[src/rtl/legv8_pkg.sv]
// Shared types and constants for the pipelined LEGv8 datapath.
//   ctrl_t  : packed control word carried down the pipeline
//   OP_*    : opcode field values used by the immediate decoder
//   XZR     : zero register index, never a bypass target
package legv8_pkg;

    typedef struct packed {
        logic       reg2loc;
        logic       alusrc;
        logic       memtoreg;
        logic       regwrite;
        logic       memread;
        logic       memwrite;
        logic       branch;
        logic [1:0] aluop;
    } ctrl_t;

    localparam logic [10:0] OP_LDUR = 11'b11111000010;  // instr[31:21]
    localparam logic [10:0] OP_STUR = 11'b11111000000;  // instr[31:21]
    localparam logic [7:0]  OP_CBZ  = 8'b10110100;      // instr[31:24]
    localparam logic [5:0]  OP_B    = 6'b000101;        // instr[31:26]
    localparam logic [9:0]  OP_ADDI = 10'b1001000100;   // instr[31:22]

    localparam logic [4:0]  XZR = 5'd31;

endpackage

[src/rtl/signext.sv]
// Combinational immediate decoder.
//   instr : 32-bit instruction word
//   imm   : N-bit immediate, unshifted (branch <<2 happens downstream)
// LDUR/STUR, CBZ and B immediates are sign-extended; ADDI is zero-extended;
// any other opcode yields 0.
module signext
    import legv8_pkg::*;
#(
    parameter int unsigned N = 64
) (
    input  logic [31:0]  instr,
    output logic [N-1:0] imm
);

    always_comb begin
        imm = '0;
        if (instr[31:21] == OP_LDUR || instr[31:21] == OP_STUR) begin
            imm = {{(N-9){instr[20]}}, instr[20:12]};
        end else if (instr[31:24] == OP_CBZ) begin
            imm = {{(N-19){instr[23]}}, instr[23:5]};
        end else if (instr[31:26] == OP_B) begin
            imm = {{(N-26){instr[25]}}, instr[25:0]};
        end else if (instr[31:22] == OP_ADDI) begin
            imm = {{(N-12){1'b0}}, instr[21:10]};
        end
    end

endmodule

[src/rtl/id_ex_reg.sv]
// Decode-to-execute pipeline register.
// Captures operands (with write-back bypass), PC, immediate, addresses and
// control word; supports stall (hold) and flush (bubble), and counts bubbles
// with a saturating counter.
//   clk, reset_n          : clock, synchronous active-low reset
//   stall, flush          : hazard-unit controls (flush wins)
//   valid_i..rd2_i        : decode-stage inputs
//   wb_we_i/wa_i/wd_i     : write-back port, used for same-cycle bypass
//   valid_o..ctrl_o       : registered execute-stage outputs
//   bubbles_o             : saturating flush count
module id_ex_reg
    import legv8_pkg::*;
#(
    parameter int unsigned N  = 64,
    parameter int unsigned CW = 16
) (
    input  logic          clk,
    input  logic          reset_n,
    input  logic          stall,
    input  logic          flush,
    input  logic          valid_i,
    input  logic [N-1:0]  pc_i,
    input  logic [31:0]   instr_i,
    input  ctrl_t         ctrl_i,
    input  logic [4:0]    ra1_i,
    input  logic [4:0]    ra2_i,
    input  logic [N-1:0]  rd1_i,
    input  logic [N-1:0]  rd2_i,
    input  logic          wb_we_i,
    input  logic [4:0]    wb_wa_i,
    input  logic [N-1:0]  wb_wd_i,
    output logic          valid_o,
    output logic [N-1:0]  pc_o,
    output logic [N-1:0]  rd1_o,
    output logic [N-1:0]  rd2_o,
    output logic [N-1:0]  imm_o,
    output logic [4:0]    ra1_o,
    output logic [4:0]    ra2_o,
    output logic [4:0]    wa_o,
    output ctrl_t         ctrl_o,
    output logic [CW-1:0] bubbles_o
);

    logic          valid_q, valid_d;
    logic [N-1:0]  pc_q, pc_d;
    logic [N-1:0]  rd1_q, rd1_d;
    logic [N-1:0]  rd2_q, rd2_d;
    logic [N-1:0]  imm_q, imm_d;
    logic [4:0]    ra1_q, ra1_d;
    logic [4:0]    ra2_q, ra2_d;
    logic [4:0]    wa_q, wa_d;
    ctrl_t         ctrl_q, ctrl_d;
    logic [CW-1:0] bubbles_q, bubbles_d;

    logic [N-1:0]  imm_dec;
    logic          byp1, byp2;

    signext #(
        .N (N)
    ) u_signext (
        .instr (instr_i),
        .imm   (imm_dec)
    );

    // The register file writes on the same edge we capture, so its read data
    // is stale when the write-back targets one of our sources.
    assign byp1 = wb_we_i && (wb_wa_i == ra1_i) && (ra1_i != XZR);
    assign byp2 = wb_we_i && (wb_wa_i == ra2_i) && (ra2_i != XZR);

    always_comb begin
        valid_d   = valid_q;
        pc_d      = pc_q;
        rd1_d     = rd1_q;
        rd2_d     = rd2_q;
        imm_d     = imm_q;
        ra1_d     = ra1_q;
        ra2_d     = ra2_q;
        wa_d      = wa_q;
        ctrl_d    = ctrl_q;
        bubbles_d = bubbles_q;

        if (flush) begin
            valid_d   = 1'b0;
            pc_d      = '0;
            rd1_d     = '0;
            rd2_d     = '0;
            imm_d     = '0;
            ra1_d     = '0;
            ra2_d     = '0;
            wa_d      = '0;
            ctrl_d    = '0;
            bubbles_d = (&bubbles_q) ? bubbles_q : bubbles_q + 1'b1;
        end else if (!stall) begin
            valid_d = valid_i;
            pc_d    = pc_i;
            rd1_d   = byp1 ? wb_wd_i : rd1_i;
            rd2_d   = byp2 ? wb_wd_i : rd2_i;
            imm_d   = imm_dec;
            ra1_d   = ra1_i;
            ra2_d   = ra2_i;
            wa_d    = instr_i[4:0];
            ctrl_d  = valid_i ? ctrl_i : '0;
        end
    end

    always_ff @(posedge clk) begin
        if (!reset_n) begin
            valid_q   <= 1'b0;
            pc_q      <= '0;
            rd1_q     <= '0;
            rd2_q     <= '0;
            imm_q     <= '0;
            ra1_q     <= '0;
            ra2_q     <= '0;
            wa_q      <= '0;
            ctrl_q    <= '0;
            bubbles_q <= '0;
        end else begin
            valid_q   <= valid_d;
            pc_q      <= pc_d;
            rd1_q     <= rd1_d;
            rd2_q     <= rd2_d;
            imm_q     <= imm_d;
            ra1_q     <= ra1_d;
            ra2_q     <= ra2_d;
            wa_q      <= wa_d;
            ctrl_q    <= ctrl_d;
            bubbles_q <= bubbles_d;
        end
    end

    assign valid_o   = valid_q;
    assign pc_o      = pc_q;
    assign rd1_o     = rd1_q;
    assign rd2_o     = rd2_q;
    assign imm_o     = imm_q;
    assign ra1_o     = ra1_q;
    assign ra2_o     = ra2_q;
    assign wa_o      = wa_q;
    assign ctrl_o    = ctrl_q;
    assign bubbles_o = bubbles_q;

endmodule

[config.mk]
export PLATFORM = sky130hd
export DESIGN_NAME = id_ex_reg
export DESIGN_NICKNAME = d
export VERILOG_FILES = /design/src/rtl/legv8_pkg.sv /design/src/rtl/signext.sv /design/src/rtl/id_ex_reg.sv
export SDC_FILE = /design/constraint.sdc
export NUM_CORES = 1
export LEC_CHECK = 0
export ABC_AREA = 1
export CAP_MARGIN = 20
export CORE_AREA = 2 2 237 239
export CTS_CLUSTER_SIZE = 8
export DETAILED_ROUTE_END_ITERATION = 12
export DIE_AREA = 0 0 239 241
export SLEW_MARGIN = 5
export SYNTH_ARGS = -nofsm -noshare
export SYNTH_HDL_FRONTEND = slang
export SYNTH_SLANG_ARGS = --single-unit
[constraint.sdc]
create_clock -name clk -period 1.85 [get_ports clk]
set_input_delay 0.2775 -clock clk [delete_from_list [all_inputs] [get_ports clk]]
set_output_delay 0.2775 -clock clk [all_outputs]
set_load 0.005 [all_outputs]
Word-level counts from Yosys, hierarchy flattened:

Index checks and enable logic that the tools add are counted.

* add/subtract/negate cells: 1
* eq/ne operators: 9
* mux-type cells: 7
* bitwise gates (word level): 2
* reduce and logical (&&, ||, !) cells: 8

Operator list (number)
* 64-bit two-way mux: 5
* 11-bit == test (second input constant): 2
* 16-bit by 1-bit adder with 16-bit output (second input constant): 1
* 16-bit AND reduction: 1
* 12-bit two-way mux: 1
* 10-bit == test (second input constant): 1
* 5-bit == test: 2
* 5-bit != test (second input constant): 2
* 9-bit two-way mux: 1
* 8-bit == test (second input constant): 1
* 6-bit by 3-bit == test with 1-bit output (second input constant): 1
* 1-bit logical AND: 4
* 1-bit NOT: 2
* 2-bit AND reduction: 1
* 2-bit OR reduction: 1
* 1-bit logical OR: 1

* bits in registers: 297
* input port bits: 318
* output and inout port bits: 297
* logic and storage cells: 44

Longest topological paths before layout:

* depth in word-level cells: 5
* mapped depth: 12

Hierarchy:

A second synthesis with hierarchy kept.

* cells, all modules: 2131
* area total of the unflattened synthesis: 14079.8 sq um

Modules (own cells, without submodules)
* id_ex_reg: instances 1, cells each 1956, area an instance 13071.3 sq um, sequential area each 5945.7 sq um
* signext: instances 1, cells each 175, area an instance 1008.5 sq um, sequential area each 0.0 sq um

Worst setup path before layout:

OpenSTA, ideal clock, no wires.

* kind: reg-to-reg
* start: register bubbles_q[0] (netlist: bubbles_o[0])
* end: register bubbles_q[5] (netlist: bubbles_o[5])
* arrival time: 1.424 ns
* slack: 0.287 ns
* stages on the path, launching flop included: 10
* path buffers: 1
* period minus slack after synthesis: 1.563 ns
* cell sequence: dfxtp_1 -> ha_1 -> nand2_1 -> nor2_2 -> nand2_2 -> nor2_1 -> nor2_2 -> buf_2 -> nand2_1 -> a21oi_2

* cells in the longest elaborated chain, start to end: 3
* elaborated cells on any way between the ends: 4
* those cells by class: add/sub (1); bitwise (1); reduce/logical (2)

RTL lines
* from (decl): RTL line id_ex_reg.sv:53 `logic [CW-1:0] bubbles_q, bubbles_d;`
* from (signal assigned): RTL line id_ex_reg.sv:128 `bubbles_q <= bubbles_d;`
* branches (longest 3 deep; another with 16-bit by 1-bit adder with 16-bit output)

Parallel ways; which one is timed is not known.
A chain may end at the register's enable or synchronous reset.

Worst setup path in the final report:

* start: register bubbles_q[2] (netlist: bubbles_o[2])
* end: output bubbles_o[2]

RTL lines
* to (decl): RTL line id_ex_reg.sv:41 `output logic [CW-1:0] bubbles_o`

No word-level cell between the ends.

==> summary.txt <==
Synth
  – Cell area after synthesis: 0.0129 mm2
  – Flops & latches, synth: 259
  – Mapped Cells: 1,996
  – Largest cells by area after synthesis: dfxtp_1 40%, nand2_1 15%, nor2_1 9.8%, nand3_1 9.3%, inv_1 5.3%
  – Register area share after synthesis: 0.402
  – Synth warn: 0
  – Syn Nets: 2,315
  – Mean Syn Cell Area: 6.45 um2
  – Cell accounting for the most synthesized area: dfxtp_1
  – Distinct cells, synth: 27
  – Top cell type's share of synthesized area: 0.402

Clocking
  – Total number of H-tree levels: 2
  – TritonCTS Buffers: 38
  – Longest Clk Path Bufs: 3
  – Root Buffer: clkbuf_16
  – Clk sinks: 259
  – CTS tree: built
  – Clk slew on worst S/H paths: 0.05 ns
  – Worst-skew pair later-pin latency: 0.53 ns
  – # hold bufs at CTS: 0

Hold path
  – Hold path startpoint: stall
  – HP Class: in2reg
  – Hold Path Sink: pc_o[33]
  – Worst hold stages: 4

Pwr
  – Worst VDD drop: 0.606 mV
  – Net Sw Frac: 0.259
  – Leak: 9.65 nW
  – Reg power frac: 0.401
  – Cell Pwr Density: 701 mW/mm2
  – Clk network pwr share: 0.423
  – Psw: 3.82 mW
  – Combinational share of power: 0.176
  – Pint: 10.9 mW

Route
  – Iter 0 DRT Violations: 818
  – Routed wire length: 55,700 um
  – Pre-Repair DR Iteration Count: 8
  – Routed len/inst: 16.9 um
  – Post-route antenna net violation count: 0
  – Vias per cell: 4.57
  – DRC: 0
  – Via count: 15,074

Floorplan
  – Core Rows: 86
  – Die width: 239 um
  – CORE AREA: 0.0549 mm2
  – Die Y: 241 um
  – Die area: 0.0576 mm2
  – Top-Level Pins: 615
  – Initial Util: 0.235

Placed design
  – # port buffers: 614
  – Hpwl dp: 41,500 um
  – Routability cong.: 0.925
  – Setup WS pre-CTS: -0.390 ns

Global route
  – Grt total ovfl: 0
  – Initial antenna violation count: 3
  – Largest net degree at the start of global routing: 87
  – Total GRT Usage: 0.181
  – Vias in the first global route: 14,397
  – Global-route wire length before repair: 81,800 um

Setup path
  – CP max FO: 7
  – Delay of the slowest cell on the worst path: 0.58 ns
  – Worst path arrival time: 1.51 ns
  – R2r startpoint: bubbles_o[1]
  – Crit path kind: reg2out
  – FF-to-FF setup slack: 0.23 ns
  – WP data required: 1.57 ns
  – Reg-to-reg endpoint: bubbles_o[13]
  – Crit-path slowest cell: clkdlybuf4s50_1
  – Critical Path Source Type: register
  – Worst-path cell chain: clkdlybuf4s50_1
  – Buf/Inv on CP: 1
  – Critical Path End Type: primary output
  – R2R cell count: 7
  – Kind of cell adding the most delay to the critical path: buffers and inverters

STA
  – Clk_skew: 0.00764 ns
  – Final TNS setup: 0 ns
  – Fin crit share: 0.965
  – Final Hold Fails: 0
  – Final setup viols: 0
  – Setup WS post-layout: 0.0642 ns
  – Slew HR: 0.622
  – Fmax: 0.560 GHz
  – Worst Hold Margin: 0.252 ns
  – Final min period: 1.79 ns
  – Unrepaired setup endpoints after global routing: no
  – Final slew viol count: 0
  – Slew @ Worst Pin: 0.563 ns

Status
  – Status: completed

Layout
  – Fill cells: 5,685
  – Fin nets: 2,903
  – Sequential Area: 0.00520 mm2
  – Area delta synth->final: 63.5%
  – Finished Core Util: 0.384
  – Multi-input gate area: 0.00604 mm2
  – Layout cell share with drive strength beyond 1: 0.0738

Job
  – Max-cap violations: 0
## power by group through the flow
| stage | clock [mW] | combinational [mW] | sequential, mW |
|---|---|---|---|
| final | 6.25 | 2.60 | 5.91 |
| after global routing | 6.64 | 2.82 | 5.93 |
| after CTS | 6.44 | 2.61 | 5.91 |
| after detailed placement | 0 | 2.61 | 6.02 |
| after global placement | 0 | 2.60 | 6.01 |
| after floorplan | 0 | 0.947 | 6.03 |
## state kept, by name, indices dropped and copies added (netlist names)
name / cells
wa_o: 5
valid_o: 1
bubbles_o: 16
imm_o: 26
pc_o: 64
rd2_o: 64
rd1_o: 64
ctrl_o: 9
ra1_o: 5
ra2_o: 5
## routing by layer
metal / vias to the layer above / track usage / share of wire
met5: - / 0 / 0
met4: 0 / 0.0756 / 0.037
met3: 110 / 0.0597 / 0.094
met2: 670 / 0.310 / 0.47
met1: 6849 / 0.208 / 0.40
li1: 7445 / - / -
## cell type report
type | instances | share of cell area
Clock inverter | 1 | 0.000416
Inverter | 192 | 0.0348
Timing Repair Buffer | 721 | 0.341
Antenna cell | 3 | 0.000356
Tap cell | 704 | 0.0418
Multi-Input combinational cell | 1372 | 0.287
Sequential cell | 259 | 0.247
Clock buffer | 43 | 0.0475
## how the worst max path moves through the flow
stage / cells past startpoint / slack [ns] / from / to
after floorplan: 9 / 0.29 / bubbles_o[0] / bubbles_o[5]
after global placement: 10 / -0.40 / ra2_i[1] / rd2_o[40]
after detailed placement: 11 / -0.39 / ra1_i[2] / rd1_o[46]
after CTS: 1 / 0.008 / rd1_o[57] / rd1_o[57]
after global routing: 1 / 0.0008 / bubbles_o[12] / bubbles_o[12]
final: 1 / 0.06 / bubbles_o[2] / bubbles_o[2]
## kinds of logic after synthesis
| logic type | count (synthesis) | synth area share |
|---|---|---|
| adders and majority gates | 1 | 0.000971 |
| and+or+nand+nor | 1203 | 0.394 |
| DFF | 259 | 0.402 |
| xor gates and xnor gates | 8 | 0.00544 |
| AOI/OAI and AO/OA | 160 | 0.0659 |
| buffers and inverters | 365 | 0.131 |
## cell usage in the layout, fill, tap and decap left out, types with 2 or more instances in the layout
| cell | netlist | layout |
|---|---|---|
| clkdlybuf4s50_1 | 0 | 566 |
| nand2_1 | 523 | 521 |
| nor2_1 | 338 | 337 |
| dfxtp_1 | 259 | 248 |
| nand3_1 | 239 | 239 |
| inv_1 | 183 | 183 |
| a21oi_1 | 96 | 96 |
| nand4_1 | 84 | 84 |
| buf_4 | 42 | 84 |
| o21ai_0 | 50 | 50 |
| dlygate4sd2_1 | 0 | 45 |
| clkbuf_16 | 0 | 39 |
| buf_12 | 0 | 22 |
| dfxtp_2 | 0 | 10 |
| a21oi_2 | 8 | 8 |
| xor2_1 | 8 | 8 |
| nor3_1 | 8 | 7 |
| inv_2 | 7 | 5 |
| nor2_4 | 0 | 4 |
| nand2_2 | 2 | 4 |
| o22ai_1 | 4 | 4 |
| diode_2 | 0 | 3 |
| nor3_2 | 2 | 3 |
| clkbuf_1 | 38 | 3 |
| nor2_2 | 5 | 2 |
| inv_6 | 0 | 2 |
| clkinv_1 | 2 | 2 |
| dlymetal6s2s_1 | 0 | 2 |
## synth_stat cells (all sizes together)
cell type,count
nor3,10
ha,1
o21ai,51
nand2,525
inv,190
xor2,8
a21boi,1
dfxtp,259
buf,135
nand4,85
a21oi,104
nand3,240
clkbuf,38
nor2,343
clkinv,2
o22ai,4
## through the flow
stage | instances | power (mW) | area [um2]
after floorplan | 1996 | 6.97 | 12900
after global placement | 3247 | 8.62 | 20100
after detailed placement | 3247 | 8.63 | 20100
after CTS | 3292 | 15.0 | 21000
after global routing | 3295 | 15.4 | 21100
final | 3295 | 14.8 | 21100
## timing repair
| item | 4_1_cts | 5_1_grt |
|---|---|---|
| gates resized for setup | 55 | 6 |
| buffers inserted | 0 | 0 |
| cloned | 1 | 0 |
| endpoints found under the setup margin | 53 | 6 |
(Power assumes the default switching activity.)
